## config.mk

```make
export PLATFORM = sky130hd
export DESIGN_NAME = cachebus_arbiter_flat
export DESIGN_NICKNAME = d
export VERILOG_FILES = /design/src/rtl/cachebus_arbiter_pkg.sv /design/src/rtl/cachebus_arbiter_if.sv /design/src/rtl/cachebus_arbiter_pick.sv /design/src/rtl/cachebus_arbiter.sv /design/src/flat_wrapper.sv
export SDC_FILE = /design/constraint.sdc
export NUM_CORES = 1
export LEC_CHECK = 0
export BUFFER_PORTS_ARGS = -buffer_cell sky130_fd_sc_hd__clkbuf_2
export CORE_AREA = 2 2 102 104
export CTS_BUF_LIST = sky130_fd_sc_hd__clkbuf_4 sky130_fd_sc_hd__clkbuf_8
export CTS_CLUSTER_SIZE = 16
export DETAILED_ROUTE_END_ITERATION = 8
export DIE_AREA = 0 0 104 106
export GPL_TIMING_DRIVEN = 0
export PLACE_DENSITY_LB_ADDON = 0.05
export SLEW_MARGIN = 20
export SYNTH_ARGS = -nofsm -noshare
export SYNTH_HDL_FRONTEND = slang
export SYNTH_SLANG_ARGS = --single-unit
```

## constraint.sdc

```tcl
create_clock -name clk_i -period 4.2 [get_ports clk_i]
set_input_delay 0.63 -clock clk_i [delete_from_list [all_inputs] [get_ports clk_i]]
set_output_delay 0.63 -clock clk_i [all_outputs]
set_load 0.01 [all_outputs]
```

## src/rtl/cachebus_arbiter_pkg.sv

```systemverilog
// Shared types for the cachebus arbiter slice: bus word, FSM states and grant select.
// The starve counter width helper keeps a 3-bit floor regardless of the limit.
package rvga_types;

    typedef logic [31:0] rvga_word;

    typedef enum logic [1:0] {
        IDLE   = 2'd0,
        BUSY_I = 2'd1,
        BUSY_D = 2'd2
    } arb_state_e;

    typedef enum logic [1:0] {
        GNT_NONE = 2'd0,
        GNT_I    = 2'd1,
        GNT_D    = 2'd2
    } arb_gnt_e;

    function automatic int starve_cnt_w(input int limit);
        int w;
        w = $clog2(limit + 1);
        return (w < 3) ? 3 : w;
    endfunction

endpackage

```

## src/rtl/cachebus_arbiter_if.sv

```systemverilog
// Requester and downstream cachebus signals shared by the arbiter and its environment.
// The arbiter takes the slave view; whatever drives requests and responses uses master.
interface cachebus_arbiter_if;
    import rvga_types::*;

    rvga_word i_addr_i;
    logic     i_read_i;
    rvga_word i_rdata_o;
    logic     i_resp_o;

    rvga_word d_addr_i;
    logic     d_read_i;
    logic     d_write_i;
    rvga_word d_wdata_i;
    rvga_word d_rdata_o;
    logic     d_resp_o;

    rvga_word m_addr_o;
    rvga_word m_wdata_o;
    logic     m_read_o;
    logic     m_write_o;
    rvga_word m_rdata_i;
    logic     m_resp_i;

    modport slave (
        input  i_addr_i, i_read_i,
        output i_rdata_o, i_resp_o,
        input  d_addr_i, d_read_i, d_write_i, d_wdata_i,
        output d_rdata_o, d_resp_o,
        output m_addr_o, m_wdata_o, m_read_o, m_write_o,
        input  m_rdata_i, m_resp_i
    );

    modport master (
        output i_addr_i, i_read_i,
        input  i_rdata_o, i_resp_o,
        output d_addr_i, d_read_i, d_write_i, d_wdata_i,
        input  d_rdata_o, d_resp_o,
        input  m_addr_o, m_wdata_o, m_read_o, m_write_o,
        output m_rdata_i, m_resp_i
    );

endinterface

```

## src/rtl/cachebus_arbiter_pick.sv

```systemverilog
// Combinational priority selector: data port first, instruction port once the data
// port has starved it for STARVE_LIMIT consecutive grants.
module cachebus_arb_pick
    import rvga_types::*;
#(
    parameter int STARVE_LIMIT = 4,
    parameter int CNT_W        = 3
) (
    input  logic             i_ireq,
    input  logic             i_dreq,
    input  logic [CNT_W-1:0] i_starve,
    output arb_gnt_e         o_gnt
);

    localparam logic [CNT_W-1:0] LIMIT = CNT_W'(STARVE_LIMIT);

    logic w_starved;

    assign w_starved = i_ireq && (i_starve == LIMIT);

    always_comb begin
        o_gnt = GNT_NONE;
        if (i_dreq && !w_starved) begin
            o_gnt = GNT_D;
        end else if (i_ireq) begin
            o_gnt = GNT_I;
        end
    end

endmodule

```

## src/rtl/cachebus_arbiter.sv

```systemverilog
// Two-port (instruction/data) arbiter onto a single cachebus with one outstanding
// transaction, registered downstream strobes and starvation protection for fetches.
module cachebus_arbiter
    import rvga_types::*;
#(
    parameter int STARVE_LIMIT = 4
) (
    input  logic               clk_i,
    input  logic               rst_ni,
    cachebus_arbiter_if.slave  bus
);

    localparam int               CNT_W = starve_cnt_w(STARVE_LIMIT);
    localparam logic [CNT_W-1:0] LIMIT = CNT_W'(STARVE_LIMIT);

    arb_state_e       r_state;
    arb_state_e       w_state_nxt;
    logic [CNT_W-1:0] r_starve;
    logic [CNT_W-1:0] w_starve_nxt;
    rvga_word         r_addr;
    rvga_word         w_addr_nxt;
    rvga_word         r_wdata;
    rvga_word         w_wdata_nxt;
    logic             r_read;
    logic             w_read_nxt;
    logic             r_write;
    logic             w_write_nxt;
    logic             w_dreq;
    arb_gnt_e         w_gnt;

    assign w_dreq = bus.d_read_i | bus.d_write_i;

    cachebus_arb_pick #(
        .STARVE_LIMIT (STARVE_LIMIT),
        .CNT_W        (CNT_W)
    ) u_pick (
        .i_ireq   (bus.i_read_i),
        .i_dreq   (w_dreq),
        .i_starve (r_starve),
        .o_gnt    (w_gnt)
    );

    always_ff @(posedge clk_i or negedge rst_ni) begin
        if (!rst_ni) begin
            r_state  <= IDLE;
            r_starve <= '0;
            r_addr   <= '0;
            r_wdata  <= '0;
            r_read   <= 1'b0;
            r_write  <= 1'b0;
        end else begin
            r_state  <= w_state_nxt;
            r_starve <= w_starve_nxt;
            r_addr   <= w_addr_nxt;
            r_wdata  <= w_wdata_nxt;
            r_read   <= w_read_nxt;
            r_write  <= w_write_nxt;
        end
    end

    // Downstream fields only change on a grant from IDLE, so they stay frozen while busy.
    always_comb begin
        w_state_nxt  = r_state;
        w_starve_nxt = r_starve;
        w_addr_nxt   = r_addr;
        w_wdata_nxt  = r_wdata;
        w_read_nxt   = r_read;
        w_write_nxt  = r_write;

        unique case (r_state)
            IDLE: begin
                w_read_nxt  = 1'b0;
                w_write_nxt = 1'b0;
                case (w_gnt)
                    GNT_D: begin
                        w_state_nxt = BUSY_D;
                        w_read_nxt  = bus.d_read_i & ~bus.d_write_i;
                        w_write_nxt = bus.d_write_i;
                        w_addr_nxt  = bus.d_addr_i;
                        w_wdata_nxt = bus.d_wdata_i;
                        if (bus.i_read_i && (r_starve != LIMIT)) begin
                            w_starve_nxt = r_starve + 1'b1;
                        end
                    end
                    GNT_I: begin
                        w_state_nxt  = BUSY_I;
                        w_read_nxt   = 1'b1;
                        w_addr_nxt   = bus.i_addr_i;
                        w_wdata_nxt  = '0;
                        w_starve_nxt = '0;
                    end
                    default: begin
                        w_state_nxt = IDLE;
                    end
                endcase
            end
            BUSY_I, BUSY_D: begin
                if (bus.m_resp_i) begin
                    w_state_nxt = IDLE;
                    w_read_nxt  = 1'b0;
                    w_write_nxt = 1'b0;
                end
            end
            default: begin
                w_state_nxt = IDLE;
                w_read_nxt  = 1'b0;
                w_write_nxt = 1'b0;
            end
        endcase
    end

    assign bus.m_addr_o  = r_addr;
    assign bus.m_wdata_o = r_wdata;
    assign bus.m_read_o  = r_read;
    assign bus.m_write_o = r_write;

    // Completion is routed to whichever port owns the bus; IDLE responses are dropped.
    assign bus.i_resp_o  = (r_state == BUSY_I) & bus.m_resp_i;
    assign bus.d_resp_o  = (r_state == BUSY_D) & bus.m_resp_i;
    assign bus.i_rdata_o = bus.m_rdata_i;
    assign bus.d_rdata_o = bus.m_rdata_i;

endmodule

```

## src/flat_wrapper.sv

```systemverilog
// flat-port wrapper written by rule: the top's interface ports become plain ports
module cachebus_arbiter_flat import rvga_types::*;
#(
    parameter int STARVE_LIMIT = 4
)
  (clk_i, rst_ni, bus_i_addr_i, bus_i_read_i, bus_i_rdata_o, bus_i_resp_o, bus_d_addr_i, bus_d_read_i, bus_d_write_i, bus_d_wdata_i, bus_d_rdata_o, bus_d_resp_o, bus_m_addr_o, bus_m_wdata_o, bus_m_read_o, bus_m_write_o, bus_m_rdata_i, bus_m_resp_i);
  cachebus_arbiter_if bus_i ();
  input  logic clk_i;
  input  logic rst_ni;
  input wire logic [$bits(bus_i.i_addr_i)-1:0] bus_i_addr_i;
  input wire logic [$bits(bus_i.i_read_i)-1:0] bus_i_read_i;
  output wire logic [$bits(bus_i.i_rdata_o)-1:0] bus_i_rdata_o;
  output wire logic [$bits(bus_i.i_resp_o)-1:0] bus_i_resp_o;
  input wire logic [$bits(bus_i.d_addr_i)-1:0] bus_d_addr_i;
  input wire logic [$bits(bus_i.d_read_i)-1:0] bus_d_read_i;
  input wire logic [$bits(bus_i.d_write_i)-1:0] bus_d_write_i;
  input wire logic [$bits(bus_i.d_wdata_i)-1:0] bus_d_wdata_i;
  output wire logic [$bits(bus_i.d_rdata_o)-1:0] bus_d_rdata_o;
  output wire logic [$bits(bus_i.d_resp_o)-1:0] bus_d_resp_o;
  output wire logic [$bits(bus_i.m_addr_o)-1:0] bus_m_addr_o;
  output wire logic [$bits(bus_i.m_wdata_o)-1:0] bus_m_wdata_o;
  output wire logic [$bits(bus_i.m_read_o)-1:0] bus_m_read_o;
  output wire logic [$bits(bus_i.m_write_o)-1:0] bus_m_write_o;
  input wire logic [$bits(bus_i.m_rdata_i)-1:0] bus_m_rdata_i;
  input wire logic [$bits(bus_i.m_resp_i)-1:0] bus_m_resp_i;
  assign bus_i.i_addr_i = bus_i_addr_i;
  assign bus_i.i_read_i = bus_i_read_i;
  assign bus_i_rdata_o = bus_i.i_rdata_o;
  assign bus_i_resp_o = bus_i.i_resp_o;
  assign bus_i.d_addr_i = bus_d_addr_i;
  assign bus_i.d_read_i = bus_d_read_i;
  assign bus_i.d_write_i = bus_d_write_i;
  assign bus_i.d_wdata_i = bus_d_wdata_i;
  assign bus_d_rdata_o = bus_i.d_rdata_o;
  assign bus_d_resp_o = bus_i.d_resp_o;
  assign bus_m_addr_o = bus_i.m_addr_o;
  assign bus_m_wdata_o = bus_i.m_wdata_o;
  assign bus_m_read_o = bus_i.m_read_o;
  assign bus_m_write_o = bus_i.m_write_o;
  assign bus_i.m_rdata_i = bus_m_rdata_i;
  assign bus_i.m_resp_i = bus_m_resp_i;
  cachebus_arbiter #(.STARVE_LIMIT(STARVE_LIMIT)) u_core (.clk_i(clk_i), .rst_ni(rst_ni), .bus(bus_i));
endmodule
```

* Word-level counts from Yosys, hierarchy flattened
Index checks and enable logic that the tools add are counted.
Operators by class: eq/ne operators 8, add/sub/neg operators 1, multiplexer cells 14, reductions and logical operators 9, bitwise gates (word level) 5
Operators by type and width (number):
- $pmux W32 S2 | 2
- $pmux W2 S2 | 2
- $pmux W1 S2 | 3
- $pmux W3 S2 | 1
- $eq A2 B1 Y1 const B | 2
- $eq A2 B2 Y1 const B | 2
- $mux W2 | 2
- $add A3 B1 Y3 const B | 1
- $and A1 B1 Y1 | 3
- $eq A3 B3 Y1 const B | 1
- $logic_and A1 B1 Y1 | 3
- $mux W1 | 3
- $mux W3 | 1
- $ne A3 B3 Y1 const B | 1
- $reduce_and A3 Y1 | 1
- $logic_not A2 Y1 | 1
- $ne A2 B1 Y1 const B | 1
- $ne A2 B2 Y1 const B | 1
- $reduce_and A2 Y1 | 1
- $reduce_bool A2 Y1 | 1
- $reduce_or A2 Y1 | 1
- $logic_not A1 Y1 | 1
- $not A1 Y1 | 1
- $or A1 B1 Y1 | 1
Storage, ports and cells: output and inout bits 132, logic and storage cells 43, bits in registers 71

* Longest topological paths before layout
Gate-level depths: netlist of run 1.
word-level depth 8, gate-level depth with buffers 7, depth with buffers taken out 5

* Cells and area by module
A second synthesis of run 1 with hierarchy kept.
Unflattened totals: cell total of the unflattened synthesis 400, area total of the unflattened synthesis 3832.4 sq um
Modules (own cells, without submodules):
- cachebus_arbiter | area each 3799.9 sq um, instances 1, seq. area each 1776.7 sq um, cells an instance 396
- cachebus_arb_pick | area each 32.5 sq um, instances 1, seq. area each 0.0 sq um, cells an instance 4

* Worst setup path after synthesis of run 1
No wires, ideal clock.
kind input to register, start point input port bus_d_write_i, end point register u_core.r_addr[0] (netlist: u_core.bus.m_addr_o[0]), setup time 77 ps, stages on the path 6, buffers on the path 3, arrival 1515 ps, setup slack 2607 ps, cells stage by stage buf_6 -> o31ai_4 -> buf_6 -> buf_6 -> a31oi_1 -> a21oi_1
On the way: cells in the longest elaborated chain, start to end 6, elaborated cells between the ends (all ways) 8, those cells by class 2 x eq/ne; 2 x mux; 1 x bitwise; 3 x reduce/logical
RTL lines:
- start: declaration | RTL line flat_wrapper.sv:16 | input wire logic [$bits(bus_i.d_write_i)-1:0] bus_d_write_i;
- $or A1 B1 Y1 * | RTL line cachebus_arbiter.sv:31 | assign w_dreq = bus.d_read_i | bus.d_write_i;
- $logic_and A1 B1 Y1 * | RTL line cachebus_arbiter_pick.sv:23 | if (i_dreq && !w_starved) begin
- $mux W2 * | RTL line cachebus_arbiter_pick.sv:23
- $eq A2 B2 Y1 or $eq A2 B1 Y1 (tied branches) | RTL line cachebus_arbiter.sv:74 | case (w_gnt)
- $reduce_bool A2 Y1 (no line)
- $reduce_and A2 Y1 (no line)
- end signal: assignment | RTL line cachebus_arbiter.sv:54 | r_addr <= w_addr_nxt;
- end: declaration | RTL line cachebus_arbiter.sv:20 | rvga_word r_addr;
Every way passes the cells marked *; elsewhere a longest branch is shown, timed or not. A chain may end at the register's enable or synchronous reset.

* Worst setup path after layout of run 1
start point register u_core.r_state[0], end point output port bus_d_resp_o
On the way: cells in the longest elaborated chain, start to end 2
RTL lines:
- start: declaration | RTL line cachebus_arbiter.sv:16 | arb_state_e r_state;
- start signal: assignment | RTL line cachebus_arbiter.sv:52 | r_state <= w_state_nxt;
- $eq A2 B2 Y1 | RTL line cachebus_arbiter.sv:119 | assign bus.d_resp_o = (r_state == BUSY_D) & bus.m_resp_i;
- $and A1 B1 Y1 | RTL line cachebus_arbiter.sv:119
- end: declaration | RTL line flat_wrapper.sv:19 | output wire logic [$bits(bus_i.d_resp_o)-1:0] bus_d_resp_o;
Every way passes these cells.

==> results of run 1 <==
==> kinds of logic after synthesis <==
group           count (synthesis)
compound gates                141
fa+ha+maj                       5
buf+inv                        96
flops                          71
mux                             1
simple gates                   48
==> power groups by stage <==
stage	clock network, mW	registers [mW]	logic [mW]
after detailed placement	0	1.21	1.72
after global routing	0.601	1.25	1.88
after CTS	0.564	1.21	1.73
after floorplan	0	1.35	0.929
final	0.547	1.21	1.71
after global placement	0	1.21	1.70
==> sequential cells by signal, indices dropped and copies added, names as in the netlist <==
register / cells
u_core.r_starve: 3
u_core.bus.m_addr_o: 32
u_core.r_state: 2
u_core.bus.m_read_o: 1
u_core.bus.m_wdata_o: 32
u_core.bus.m_write_o: 1
==> layout by cell type, fill, tap and decap left out <==
cell,instances
nor2b_1,1
nand2b_1,1
clkbuf_4,1
a31oi_1,32
a22o_1,32
o21ai_0,31
mux2_2,1
nor2_1,34
nand3_1,1
clkinvlp_4,2
clkinv_2,3
clkbuf_8,10
nand2_1,7
a211oi_1,1
inv_1,5
dfrtp_1,71
a21oi_1,33
o21ai_1,4
o31ai_4,1
a21o_1,2
o31ai_1,1
buf_2,10
buf_4,67
and2_1,2
ha_1,5
a21oi_4,1
clkbuf_1,7
buf_6,7
o31a_1,1
bufinv_16,1
and4b_1,1
nor3_1,1
a2bb2oi_4,1
buf_12,1
o2bb2ai_4,1
clkbuf_2,231
==> worst max-delay path by stage <==
stage	start	cells after the start	to
after detailed placement	bus_i_read_i	6	u_core.bus.m_addr_o[22]
after CTS	u_core.r_state[0]	4	bus_d_resp_o
after global routing	u_core.r_state[0]	4	bus_d_resp_o
after global placement	rst_ni	1	u_core.bus.m_addr_o[10]
after floorplan	bus_d_write_i	6	u_core.bus.m_addr_o[0]
final	u_core.r_state[0]	4	bus_d_resp_o
==> per-layer routing <==
| layer | up-vias | share of wire (%) | track usage, % |
|---|---|---|---|
| li1 | 1710 | - | - |
| met1 | 1613 | 44 | 24.83 |
| met2 | 148 | 46 | 27.40 |
| met3 | 16 | 8.1 | 6.315 |
| met4 | 0 | 1.8 | 6.660 |
| met5 | - | 0 | 0 |
==> area by class of cell <==
type,instances,area (sq um)
fill,996,4771
sequential,71,1777
multi-input combinational,195,1224
timing repair buffer,233,1184
buffer,91,658.1
tap,136,170.2
clock buffer,10,137.6
clock inverter,6,60.06
inverter,5,18.77
==> stage by stage <==
step | setup WS [ns] | utilization (%) | cell area [sq um] | std cells | total power, mW
floorplan | 2.607 | - | 3677 | 362 | 2.281
global placement | 1.867 | 50.09 | 5009 | 730 | 2.905
detailed placement | 2.351 | 50.31 | 5031 | 731 | 2.935
CTS | 2.331 | 52.29 | 5229 | 747 | 3.503
global route | 2.261 | 52.29 | 5229 | 747 | 3.731
finish | 2.348 | 52.29 | 5229 | 747 | 3.460
==> impl_metrics.json, run 1 <==
{
  "slew_viol_final": 0,
  "path_cells": "inv_1 -> ha_1 -> and2_1 -> clkbuf_2",
  "max_stage_delay_ns": 0.37,
  "synth_top_family_by_area": "compound AO/OA/AOI/OAI gates",
  "core_sq_mm": 0.01000,
  "min_path_type": "in -> async",
  "r2r-end": "u_core.bus.m_addr_o[17]",
  "insertion_delay_ns": 0.35,
  "synth_most_common_cell": "dfrtp_1",
  "hold_viol": 0,
  "num_rows": 37,
  "nets": 745,
  "synthTopCellsByArea": "dfrtp_1, buf_4, a22o_1",
  "ys_seq_area_share_pct": 48.32,
  "crit_buf_inv": 2,
  "synth.distinct_cells": 29,
  "die-height_microns": 106,
  "cts-htree-levels": 3,
  "p_per_area_mw_per_mm2": 661.7,
  "crit_arrival_ns": 1.22,
  "yosysWarnings": 0,
  "synthMuxAreaShare_pct": 0.3062,
  "hold_ws_ns": 0.2715,
  "cp_slowest_cell": "dfrtp_1",
  "vias": 3487,
  "p_switching_mw": 1.386,
  "antenna_found_initial": 0,
  "final.setup.tns_ns": 0,
  "crit_path_end_kind": "primary output",
  "routed_via_density": 4.668,
  "rrSetupSlack_ns": 2.49,
  "required_ns": 3.57,
  "initial_core_util_pct": 36.77,
  "synth-seq-cells": 71,
  "track_usage_pct": 18.38,
  "ir_worst_vdd_mv": 0.2414,
  "netlist_instances": 362,
  "die_x_microns": 104,
  "grt_setup_unrepaired": "false",
  "period_share_pct": 44.10,
  "postCtsHoldBufs": 0,
  "max_cap_violations": 0,
  "grt_overflow_total": 0,
  "start_kind": "flop",
  "pwr-share-clk_pct": 15.8,
  "cts_root_buf": "clkbuf_8",
  "synth_edf_count": 0,
  "clockBufferDepth": 2,
  "finalSetupViolCount": 0,
  "yosys.area_share.simple_pct": 5.410,
  "syn_area_per_cell_sq_um": 10.16,
  "synth_top_area_share_pct": 48.32,
  "postCtsResizedCells": 0,
  "seq_power_share_pct": 34.8,
  "finalCriticalPeriod_ns": 1.852,
  "reg2reg_depth": 6,
  "crit_type": "reg -> out",
  "cts_setup_buffers": 0,
  "worst_pin_slew_ns": 0.5180,
  "regToRegStartpoint": "u_core.r_starve[0]",
  "grt_max_degree": 37,
  "synth_xor_xnor_area_share_pct": 0,
  "leakage_nw": 2.792,
  "dr.pass1.iters": 4,
  "max_slew_margin_pct": 65.47,
  "synthTopCellsByCount": "dfrtp_1, buf_4, nor2_1",
  "status": "complete, no violations",
  "postSynth.asyncResetShare_pct": 100.0,
  "die_area_sq_mm": 0.01102,
  "num_antenna_cells": 0,
  "finalWirelength_mm": 10.36,
  "ios": 266,
  "io_buffer_count": 232,
  "sw_frac_of_total_pct": 40.05,
  "synth_compound_area_share_pct": 25.86,
  "area_delta_synth_final_pct": 42.19,
  "cp_max_fo": 3,
  "pwr-share-comb_pct": 49.3,
  "yosysTopAreaCell": "dfrtp_1",
  "clk_pin_slew_ns": 0.07,
  "drive_gt1_share_pct": 55.32,
  "drc": 0,
  "grt_pass1_wl_mm": 16.22,
  "crit_family": "flip-flops",
  "detail_route.wl_per_cell_microns": 13.87,
  "numCtsBuffers": 9,
  "synthAdderAreaFrac_pct": 1.701,
  "ys.flop_type": "dfrtp_1",
  "hpwl_mm": 7.733,
  "drt_iter0_drc": 156,
  "synth_area_sq_mm": 0.003677,
  "grt_pass1_vias": 3260,
  "p_int_mw": 2.074,
  "skew_ns": 0.007639,
  "cts.sinks": 71,
  "cts_tree": "done",
  "synth_fp_nets": 501,
  "postRouteAntennaNets": 0,
  "fmax_ghz": 0.5399,
  "gp_congestion": 0.7414
}
Power figures use the tool's default switching activity.
==> inputs of run 2 (changes only) <==
==> constraint.sdc (replaced) <==
create_clock -name clk_i -period 1.8 [get_ports clk_i]
set_input_delay 0.27 -clock clk_i [delete_from_list [all_inputs] [get_ports clk_i]]
set_output_delay 0.27 -clock clk_i [all_outputs]
set_load 0.01 [all_outputs]
==> run 2 against run 1 <==
Effect of this change:
- sequential cell count unchanged
- non-clock buffer count grew 1
- core utilization up 0.11 points
- largest cell class unchanged
- routed wire length up 0.19%
- global-route usage is essentially flat
==> impl_metrics.json, run 2 (synthesis gave the netlist of run 1 again) <==
{
  "worstHoldStart": "bus_d_wdata_i[19]",
  "rrSetupSlack_ns": 0.13,
  "hold_ws_ns": 0.1353,
  "clockBufferDepth": 2,
  "core_sq_mm": 0.01000,
  "p_per_area_mw_per_mm2": 1541,
  "hold_viol": 0,
  "die-height_microns": 106,
  "worst_pin_slew_ns": 0.5164,
  "routed_via_density": 4.659,
  "period_share_pct": 92.63,
  "max_slew_margin_pct": 65.57,
  "cp_max_fo": 10,
  "grt_pass1_vias": 3272,
  "whs_path_depth": 2,
  "gp_congestion": 0.7414,
  "num_antenna_cells": 0,
  "crit_arrival_ns": 1.95,
  "die_x_microns": 104,
  "path_cells": "inv_1 -> ha_1 -> o2bb2ai_4 -> a21oi_4 -> buf_6 -> a22o_1",
  "num_rows": 37,
  "drt_iter0_drc": 140,
  "ios": 266,
  "drive_gt1_share_pct": 55.39,
  "reg2reg_depth": 6,
  "initial_core_util_pct": 36.77,
  "ir_worst_vdd_mv": 0.5626,
  "clk_pin_slew_ns": 0.07,
  "vias": 3485,
  "antenna_found_initial": 0,
  "grt_overflow_total": 0,
  "finalSetupViolCount": 0,
  "required_ns": 2.08,
  "track_usage_pct": 18.41,
  "hpwl_mm": 7.733,
  "cts_tree": "done",
  "cts.sinks": 71,
  "numCtsBuffers": 9,
  "start_kind": "flop",
  "max_cap_violations": 0,
  "cts-htree-levels": 3,
  "r2r-end": "u_core.bus.m_wdata_o[7]",
  "finalCriticalPeriod_ns": 1.667,
  "detail_route.wl_per_cell_microns": 13.87,
  "fmax_ghz": 0.5997,
  "drc": 0,
  "place_area_sq_mm": 0.005031,
  "cp_slowest_cell": "dfrtp_1",
  "finalWirelength_mm": 10.38,
  "area_delta_synth_final_pct": 42.50,
  "final_cell_mix": "clkbuf_2, dfrtp_1, buf_4",
  "leakage_nw": 2.799,
  "layout_commonest_cell": "clkbuf_2",
  "max_stage_delay_ns": 0.40,
  "postRouteAntennaNets": 0,
  "dr.pass1.iters": 4,
  "min_to": "u_core.bus.m_wdata_o[19]",
  "final.setup.tns_ns": 0,
  "nets": 746,
  "slew_viol_final": 0,
  "cts_root_buf": "clkbuf_8",
  "io_buffer_count": 232,
  "cts_setup_buffers": 0,
  "grt_pass1_wl_mm": 16.24,
  "skew_ns": 0.008037,
  "grt_setup_unrepaired": "false",
  "status": "complete, no violations",
  "p_total_mw": 8.077,
  "regToRegStartpoint": "u_core.r_starve[0]",
  "crit_path_end_kind": "flop",
  "insertion_delay_ns": 0.35,
  "die_area_sq_mm": 0.01102,
  "crit_type": "reg -> reg",
  "min_path_type": "in -> reg",
  "grt_max_degree": 37,
  "fin_area_sq_mm": 0.005240
}
-- run 2: layout make-up --
class,count,area [sq um]
Clock buffer,10,137.6
Tap cell,136,170.2
Timing Repair Buffer,234,1194
Inverter,5,18.77
Sequential cell,71,1777
Buffer,91,659.4
Clock inverter,6,60.06
Fill cell,995,4760
Multi-Input combinational cell,195,1224
-- run 2: how the worst max path moves through the flow --
stage	end	slack, ns	depth (start not counted)	from
after global placement	u_core.bus.m_addr_o[10]	-0.17	1	rst_ni
after CTS	u_core.bus.m_addr_o[17]	0.08	6	u_core.r_starve[0]
after detailed placement	u_core.bus.m_addr_o[16]	0.10	6	u_core.r_starve[0]
after global routing	u_core.bus.m_wdata_o[26]	0.02	6	u_core.r_starve[0]
final	u_core.bus.m_wdata_o[7]	0.13	6	u_core.r_starve[0]
after floorplan	u_core.bus.m_wdata_o[10]	0.36	6	u_core.r_state[0]
-- run 2: metal layers --
layer,GRT usage (%),vias to the layer above,share of wire (%)
met5,0,-,0
met3,6.315,15,7.9
met2,27.49,143,46
met1,24.83,1615,44
li1,-,1712,-
met4,6.660,0,1.9
-- run 2: what timing repair did --
item                       4_1_cts  5_1_grt
hold buffers                     1        0
hold endpoints to repair        35        0
gates resized for setup          0        2
setup endpoints to repair        0       10
-- run 2: critical path, delay by kind of cell, from the launching register on --
family | cells | cell delay (ns)
buffers and inverters | 2 | 0.25
DFF | 1 | 0.40
adders and majority gates | 1 | 0.29
AOI/OAI and AO/OA | 3 | 0.67
-- run 2: metrics by stage --
| stage | instances | worst slack, ns | utilization, % |
|---|---|---|---|
| after floorplan | 362 | 0.3588 | - |
| after global placement | 730 | -0.1730 | 50.09 |
| after detailed placement | 731 | 0.1024 | 50.31 |
| after CTS | 748 | 0.07675 | 52.39 |
| after global routing | 748 | 0.01553 | 52.40 |
| final | 748 | 0.1326 | 52.40 |
-- run 2: report_power, final --
part	total, mW	internal [mW]	switching, mW
logic	3.99	1.80	2.19
clock network	1.28	0.670	0.608
registers	2.81	2.38	0.439
total	8.08	4.84	3.23
